**src/rtl/ring_pkg.sv**
```systemverilog
// Shared ring-pattern definitions: FSM states plus the rotate/one-hot helpers that
// both the generator and the receiver use, so the two ends agree on direction.
package ring_pkg;

  localparam int RING_MAX_W = 32;

  typedef enum logic [1:0] {HUNT, VERIFY, LOCKED} ring_state_t;

  // Vectors are zero-extended to RING_MAX_W; n is the live pattern width.
  function automatic logic [RING_MAX_W-1:0] ring_mask(input int n);
    return (n >= RING_MAX_W) ? '1 : ((RING_MAX_W'(1) << n) - RING_MAX_W'(1));
  endfunction

  // Bit i moves to bit i+1; the top live bit wraps to bit 0.
  function automatic logic [RING_MAX_W-1:0] rotl(input logic [RING_MAX_W-1:0] x, input int n);
    logic [RING_MAX_W-1:0] xm;
    xm = x & ring_mask(n);
    return ((xm << 1) | (xm >> (n - 1))) & ring_mask(n);
  endfunction

  function automatic logic onehot(input logic [RING_MAX_W-1:0] x, input int n);
    logic [RING_MAX_W-1:0] xm;
    xm = x & ring_mask(n);
    return (xm != '0) && ((xm & (xm - RING_MAX_W'(1))) == '0);
  endfunction

endpackage

```
**src/rtl/ring_sync.sv**
```systemverilog
// N-bit two-flop synchroniser for the asynchronous ring pins.
module ring_sync #(
  parameter int W = 2
) (
  input  logic         i_clk,
  input  logic         i_resetn,
  input  logic [W-1:0] i_d,
  output logic [W-1:0] o_q
);

  logic [W-1:0] r_meta;
  logic [W-1:0] r_q;

  always_ff @(posedge i_clk) begin
    if (!i_resetn) begin
      r_meta <= '0;
      r_q    <= '0;
    end else begin
      r_meta <= i_d;
      r_q    <= r_meta;
    end
  end

  assign o_q = r_q;

endmodule

```
**src/rtl/ring_rx.sv**
```systemverilog
// Ring-pattern receiver: synchronises the pins, hunts for phase, locks after a run of
// matches, then pulses o_err and counts (saturating) every sample breaking the rotation.
module ring_rx
  import ring_pkg::*;
#(
  parameter int N           = 2,
  parameter int LOCK_COUNT  = 4,
  parameter int UNLOCK_ERRS = 2,
  parameter int CNT_W       = 16
) (
  input  logic             i_clk,
  input  logic             i_resetn,
  input  logic [N-1:0]     i_i,
  input  logic             i_en,
  input  logic             i_clr,
  output logic             o_locked,
  output logic             o_err,
  output logic [CNT_W-1:0] o_errcnt
);

  localparam int MATCH_W = $clog2(LOCK_COUNT + 1);
  localparam int MISS_W  = $clog2(UNLOCK_ERRS + 1);

  logic [N-1:0]       w_s;
  logic [N-1:0]       w_rot_s;
  logic [N-1:0]       w_rot_e;
  logic               w_s_onehot;
  logic               w_match;

  ring_state_t        r_state;
  logic [N-1:0]       r_exp;
  logic [MATCH_W-1:0] r_matches;
  logic [MISS_W-1:0]  r_misses;
  logic               r_locked;
  logic               r_err;
  logic [CNT_W-1:0]   r_errcnt;

  ring_sync #(.W(N)) u_sync (
    .i_clk    (i_clk),
    .i_resetn (i_resetn),
    .i_d      (i_i),
    .o_q      (w_s)
  );

  assign w_rot_s    = N'(rotl(RING_MAX_W'(w_s), N));
  assign w_rot_e    = N'(rotl(RING_MAX_W'(r_exp), N));
  assign w_s_onehot = onehot(RING_MAX_W'(w_s), N);
  assign w_match    = (w_s == r_exp);

  always_ff @(posedge i_clk) begin
    if (!i_resetn) begin
      r_state   <= HUNT;
      r_exp     <= '0;
      r_matches <= '0;
      r_misses  <= '0;
      r_locked  <= 1'b0;
      r_err     <= 1'b0;
      r_errcnt  <= '0;
    end else begin
      r_err <= 1'b0;
      if (i_en) begin
        case (r_state)
          HUNT: begin
            if (w_s_onehot) begin
              r_exp     <= w_rot_s;
              r_matches <= '0;
              r_state   <= VERIFY;
            end
          end
          VERIFY: begin
            if (w_match) begin
              r_exp <= w_rot_e;
              if (r_matches == MATCH_W'(LOCK_COUNT - 1)) begin
                r_matches <= '0;
                r_state   <= LOCKED;
                r_locked  <= 1'b1;
              end else begin
                r_matches <= r_matches + 1'b1;
              end
            end else begin
              r_matches <= '0;
              r_state   <= HUNT;
            end
          end
          LOCKED: begin
            if (w_match) begin
              r_exp    <= w_rot_e;
              r_misses <= '0;
            end else begin
              r_err <= 1'b1;
              if (r_errcnt != '1) r_errcnt <= r_errcnt + 1'b1;
              // Resync on a clean one-hot sample so a single slipped phase costs one error.
              r_exp <= w_s_onehot ? w_rot_s : w_rot_e;
              if (r_misses == MISS_W'(UNLOCK_ERRS - 1)) begin
                r_misses <= '0;
                r_state  <= HUNT;
                r_locked <= 1'b0;
              end else begin
                r_misses <= r_misses + 1'b1;
              end
            end
          end
          default: begin
            r_state  <= HUNT;
            r_locked <= 1'b0;
          end
        endcase
        // Clear overrides a same-cycle increment; the error pulse above is kept.
        if (i_clr) r_errcnt <= '0;
      end
    end
  end

  assign o_locked = r_locked;
  assign o_err    = r_err;
  assign o_errcnt = r_errcnt;

endmodule

```
**config.mk**
```make
export PLATFORM = sky130hd
export DESIGN_NAME = ring_rx
export DESIGN_NICKNAME = d
export VERILOG_FILES = /design/src/rtl/ring_pkg.sv /design/src/rtl/ring_sync.sv /design/src/rtl/ring_rx.sv
export SDC_FILE = /design/constraint.sdc
export NUM_CORES = 1
export LEC_CHECK = 0
export ABC_AREA = 1
export ABC_CLOCK_PERIOD_IN_PS = 1350
export CELL_PAD_IN_SITES_DETAIL_PLACEMENT = 0
export CELL_PAD_IN_SITES_GLOBAL_PLACEMENT = 1
export CORE_ASPECT_RATIO = 0.8
export CORE_UTILIZATION = 34
export DETAILED_ROUTE_END_ITERATION = 12
export PLACE_DENSITY = 0.78
export SETUP_SLACK_MARGIN = 0.02
export SYNTH_ARGS = -nofsm -noshare
export SYNTH_HDL_FRONTEND = slang
export SYNTH_SLANG_ARGS = --single-unit
```
**constraint.sdc**
```tcl
create_clock -name i_clk -period 1.35 [get_ports i_clk]
set_input_delay 0.27 -clock i_clk [delete_from_list [all_inputs] [get_ports i_clk]]
set_output_delay 0.27 -clock i_clk [all_outputs]
set_load 0.01 [all_outputs]
```
==> reports/summary.md <==
The flow ran to the end, but the final reports show violations. The checks that failed: setup timing. For this block, the routed nets add up to 6.47 mm of wire. For the clock latency at the later pin of the worst-skew pair, the log shows 0.29 ns. Sorting the synthesized cells by area gives the leading types as sky130_fd_sc_hd__dfxtp_1, sky130_fd_sc_hd__nand2_1, sky130_fd_sc_hd__nor2_1, sky130_fd_sc_hd__inv_1, sky130_fd_sc_hd__a21oi_1. The worst reg-to-reg setup slack is -0.09 ns, and the final number of setup-violating endpoints is 16.

Walking the worst path, the cells encountered are ha_4 > nand3_4 > nor2_4 > nand3_4 > buf_12 > nand3_4 > nand2_1 > a21oi_2. Synthesis produced a netlist whose cell count is 310. Of the available clock period, the critical path in the final layout requires 106%. The fraction of layout instances using a drive strength above 1 is 48.6%, and the CTS sink count is 31.

Starting density of the core: 36.6%. The longest clock path from root to sink contains 2 buffers. Global routing used 22.8% of the available tracks. The power per standard cell area came out at 981 nW/µm². STA puts the critical path data arrival time at 1.66 ns. For this run, the post-layout net count is 411.

After detailed placement, the design holds a cell count of 441. The detailed-route DRC error count is 0. Detailed routing inserted a total of 2244 vias.

The slowest cell on the critical path was sky130_fd_sc_hd__dfxtp_4. The critical path class was flop to flop. The run gives 32.7% as the sequential fraction of the synthesis area. The run gives 5 as the number of clock buffers inserted by TritonCTS. The path with the worst hold slack has its endpoint at u_sync.o_q[1]. The tools report the type of element capturing the critical path as a flop. The number of nets handed over by synthesis was 321.

The number of buffers added to fix hold violations after cts was 0; the pin count of the biggest net entering global routing was 16. The number of I/O pins is 24. The clock period minus final worst setup slack was 1.44 ns; the remaining global-route overflow was 0.

The largest single stage delay on the critical path is 0.37 ns. The post-route worst setup slack is -0.0866 ns. The number of antenna violations at the first check in global routing came out at 0. The H-tree was split into 2 levels. Compared with the post-synthesis result, the final layout area differs by 70.9%. Across the VDD grid, the largest voltage drop is 0.602 mV. Class of the tightest hold or removal check: flop to flop. After the first detailed-routing iteration, the DRC count stood at 135.

The region available for standard cell placement spans 5180 µm². After synthesis, the netlist uses 25 different library cells. Clock tree synthesis selected as its root buffer the cell sky130_fd_sc_hd__clkbuf_8.

In the final timing run, aggregate negative setup slack is -0.988 ns. The cell type with the highest occurrence count on the critical path is sky130_fd_sc_hd__nand3_4. On the final layout, the worst clock skew is 0.00941 ns.

For the pin with the worst max-slew slack, the measured transition is 0.286 ns. The design draws 3180 µW. The global-route wire length before repair is 10.1 mm. The startpoint of the worst hold path was u_sync.r_meta[1]. The first detailed-routing pass took 4 iterations.

The synthesized design contains 31 register bits. Placed wire-length estimate: 4.12 mm. Setup repair after global routing could not meet its margin everywhere.

The analysis attributes to cell leakage a power of 0.00144 µW. The synthesized netlist occupies a cell area of 1900 µm². Using the TritonRoute via totals, the vias-per-cell ratio works out to 4.85. The cell type with the largest total area after synthesis was sky130_fd_sc_hd__dfxtp_1. Input and output buffers added on the ports amount to 23. The worst relative slew slack is 80.9%, and the data required time of the critical path is 1.57 ns. The worst setup path is launched from a flop.

The maximum clock rate is 696 MHz, and the number of cells on the worst hold path is 2. Clock-pin slew was measured on the worst setup and hold paths at 0.08 ns. In this run the vertical extent of the chip is 68.8 µm. The tools report the number of hold violations in the final report as 0. The worst register-to-register path begins at o_errcnt[1]. The final antenna diode count came out at 0.

Number of rows created at floorplan: 23. The die covers 5880 µm². The tools report the final antenna-violating net count as 0. Across the run, the number of max-cap violations was 0. The post-place setup slack came out at -0.329 ns. TritonCTS built the clock tree. From left edge to right edge, the die measures 85.5 µm. In the final routed layout, each cell accounts on average for 14.0 µm.

Number of global-route vias before repair: 2015. The congestion estimate from routability-driven global placement came to 0.849. The post-synthesis area per instance came out at 6.11 µm².

The area fraction of the dominant cell type after synthesis is 32.7%, and the number of pins exceeding their max-slew limit in the final report is 0. In this run the critical register-to-register path is captured at o_errcnt[7]. The Yosys step of the flow raised 0 warnings.

The finished layout holds 463 standard cells, fillers aside. Along the worst path, the maximum fanout reaches 5. The cell count of the worst reg-to-reg path works out to 8.
## layout make-up
class	count	area, µm²
fill	464	1940
multi-input combinational	228	1440
timing repair buffer	87	763
sequential	31	661
inverter	47	189
tap	62	77.6
clock buffer	5	68.8
clock inverter	3	43.8
## cell usage in the layout (no fill, tap or decap), types with 6 or more instances in the layout
cell type	count
sky130_fd_sc_hd__nand2_1	68
sky130_fd_sc_hd__buf_4	54
sky130_fd_sc_hd__nor2_1	33
sky130_fd_sc_hd__inv_1	28
sky130_fd_sc_hd__nand2_2	28
sky130_fd_sc_hd__nor2_2	14
sky130_fd_sc_hd__inv_2	13
sky130_fd_sc_hd__dfxtp_1	13
sky130_fd_sc_hd__a21oi_2	11
sky130_fd_sc_hd__dfxtp_2	11
sky130_fd_sc_hd__nand3_1	10
sky130_fd_sc_hd__nand4_1	10
sky130_fd_sc_hd__dlygate4sd2_1	9
sky130_fd_sc_hd__a21oi_1	8
sky130_fd_sc_hd__buf_6	7
sky130_fd_sc_hd__dfxtp_4	7
sky130_fd_sc_hd__clkdlybuf4s15_1	7
sky130_fd_sc_hd__nand2_4	6
sky130_fd_sc_hd__nand3_4	6
## per-stage QoR
stage | hold slack [ns] | util, % | area (µm²)
5_1_grt | 0.457 | 62.5 | 3240
3_3_place_gp | 0.403 | 50.1 | 2600
3_5_place_dp | 0.416 | 50.1 | 2600
6_report | 0.419 | 62.5 | 3240
4_1_cts | 0.420 | 57.7 | 2990
2_1_floorplan | 0.368 | - | 1930
## cell families (layout without fill, tap and decap cells)
family / count (synthesis) / after routing / share of synthesized area [%]
flip-flops: 31 / 31 / 32.7
buffers and inverters: 54 / 142 / 11.3
AND/OR/NAND/NOR: 183 / 186 / 41.6
XOR/XNOR: 4 / 4 / 1.85
adder cells (fa/ha/maj): 5 / 5 / 3.30
AO/OA/AOI/OAI: 33 / 33 / 9.24
## power breakdown
part | internal (µW) | switching [µW] | total (µW) | leakage, µW
clock | 549 | 385 | 935 | 0.0000581
combinational | 541 | 675 | 1220 | 0.00112
sequential | 970 | 58.9 | 1030 | 0.000262
total | 2060 | 1120 | 3180 | 0.00144
## registers in the layout, indices dropped and copies added, names as in the netlist
register	flops
r_exp	2
r_matches	3
o_errcnt	16
u_sync.r_meta	2
u_sync.o_q	2
o_locked	1
r_state	2
r_misses	2
o_err	1
## metal layers
| metal | routed length (µm) | part of all wire (%) | global-route usage (%) |
|---|---|---|---|
| met5 | 0 | 0 | 0 |
| met2 | 2780 | 43 | 34.3 |
| met4 | 93 | 1.4 | 6.46 |
| met3 | 417 | 6.4 | 4.29 |
| met1 | 3180 | 49 | 33.1 |
## how the worst max path moves through the flow
stage / startpoint / end
3_3_place_gp: i_clr / o_errcnt[0]
2_1_floorplan: o_errcnt[10] / o_errcnt[10]
6_report: o_errcnt[1] / o_errcnt[7]
4_1_cts: o_errcnt[1] / o_errcnt[7]
3_5_place_dp: i_clr / o_errcnt[0]
5_1_grt: o_errcnt[1] / o_errcnt[14]
## cell usage after synthesis
cell type                  count
sky130_fd_sc_hd__nand2_1      99
sky130_fd_sc_hd__nor2_1       50
sky130_fd_sc_hd__inv_1        40
sky130_fd_sc_hd__dfxtp_1      31
sky130_fd_sc_hd__a21oi_1      19
sky130_fd_sc_hd__nand3_1      14
sky130_fd_sc_hd__nand4_1      10
sky130_fd_sc_hd__o21ai_0       9
sky130_fd_sc_hd__inv_2         6
sky130_fd_sc_hd__ha_1          5
sky130_fd_sc_hd__buf_2         3
sky130_fd_sc_hd__clkbuf_1      3
sky130_fd_sc_hd__nand2_2       3
sky130_fd_sc_hd__a22oi_1       2
sky130_fd_sc_hd__nand3_4       2
sky130_fd_sc_hd__nor2_4        2
sky130_fd_sc_hd__nor3_1        2
sky130_fd_sc_hd__xnor2_1       2
sky130_fd_sc_hd__xor2_1        2
sky130_fd_sc_hd__a21oi_2       1
sky130_fd_sc_hd__a31oi_1       1
sky130_fd_sc_hd__buf_6         1
sky130_fd_sc_hd__clkinv_1      1
sky130_fd_sc_hd__nand3_2       1
sky130_fd_sc_hd__o21ai_1       1
## worst max-delay path, delay by kind of cell, from the launching register on
family                     cells  cell delay (ns)
DFF                            1             0.37
buffers and inverters          1             0.17
and+or+nand+nor                5             0.54
AOI/OAI and AO/OA              1             0.13
adders and majority gates      1             0.16
## what timing repair did
item | CTS | global route
buffers inserted | 6 | 4
setup endpoints to repair | 44 | 33
cloned | 4 | 0
resized for setup | 93 | 76
pin swaps | 16 | 40
(Power assumes the default switching activity.)
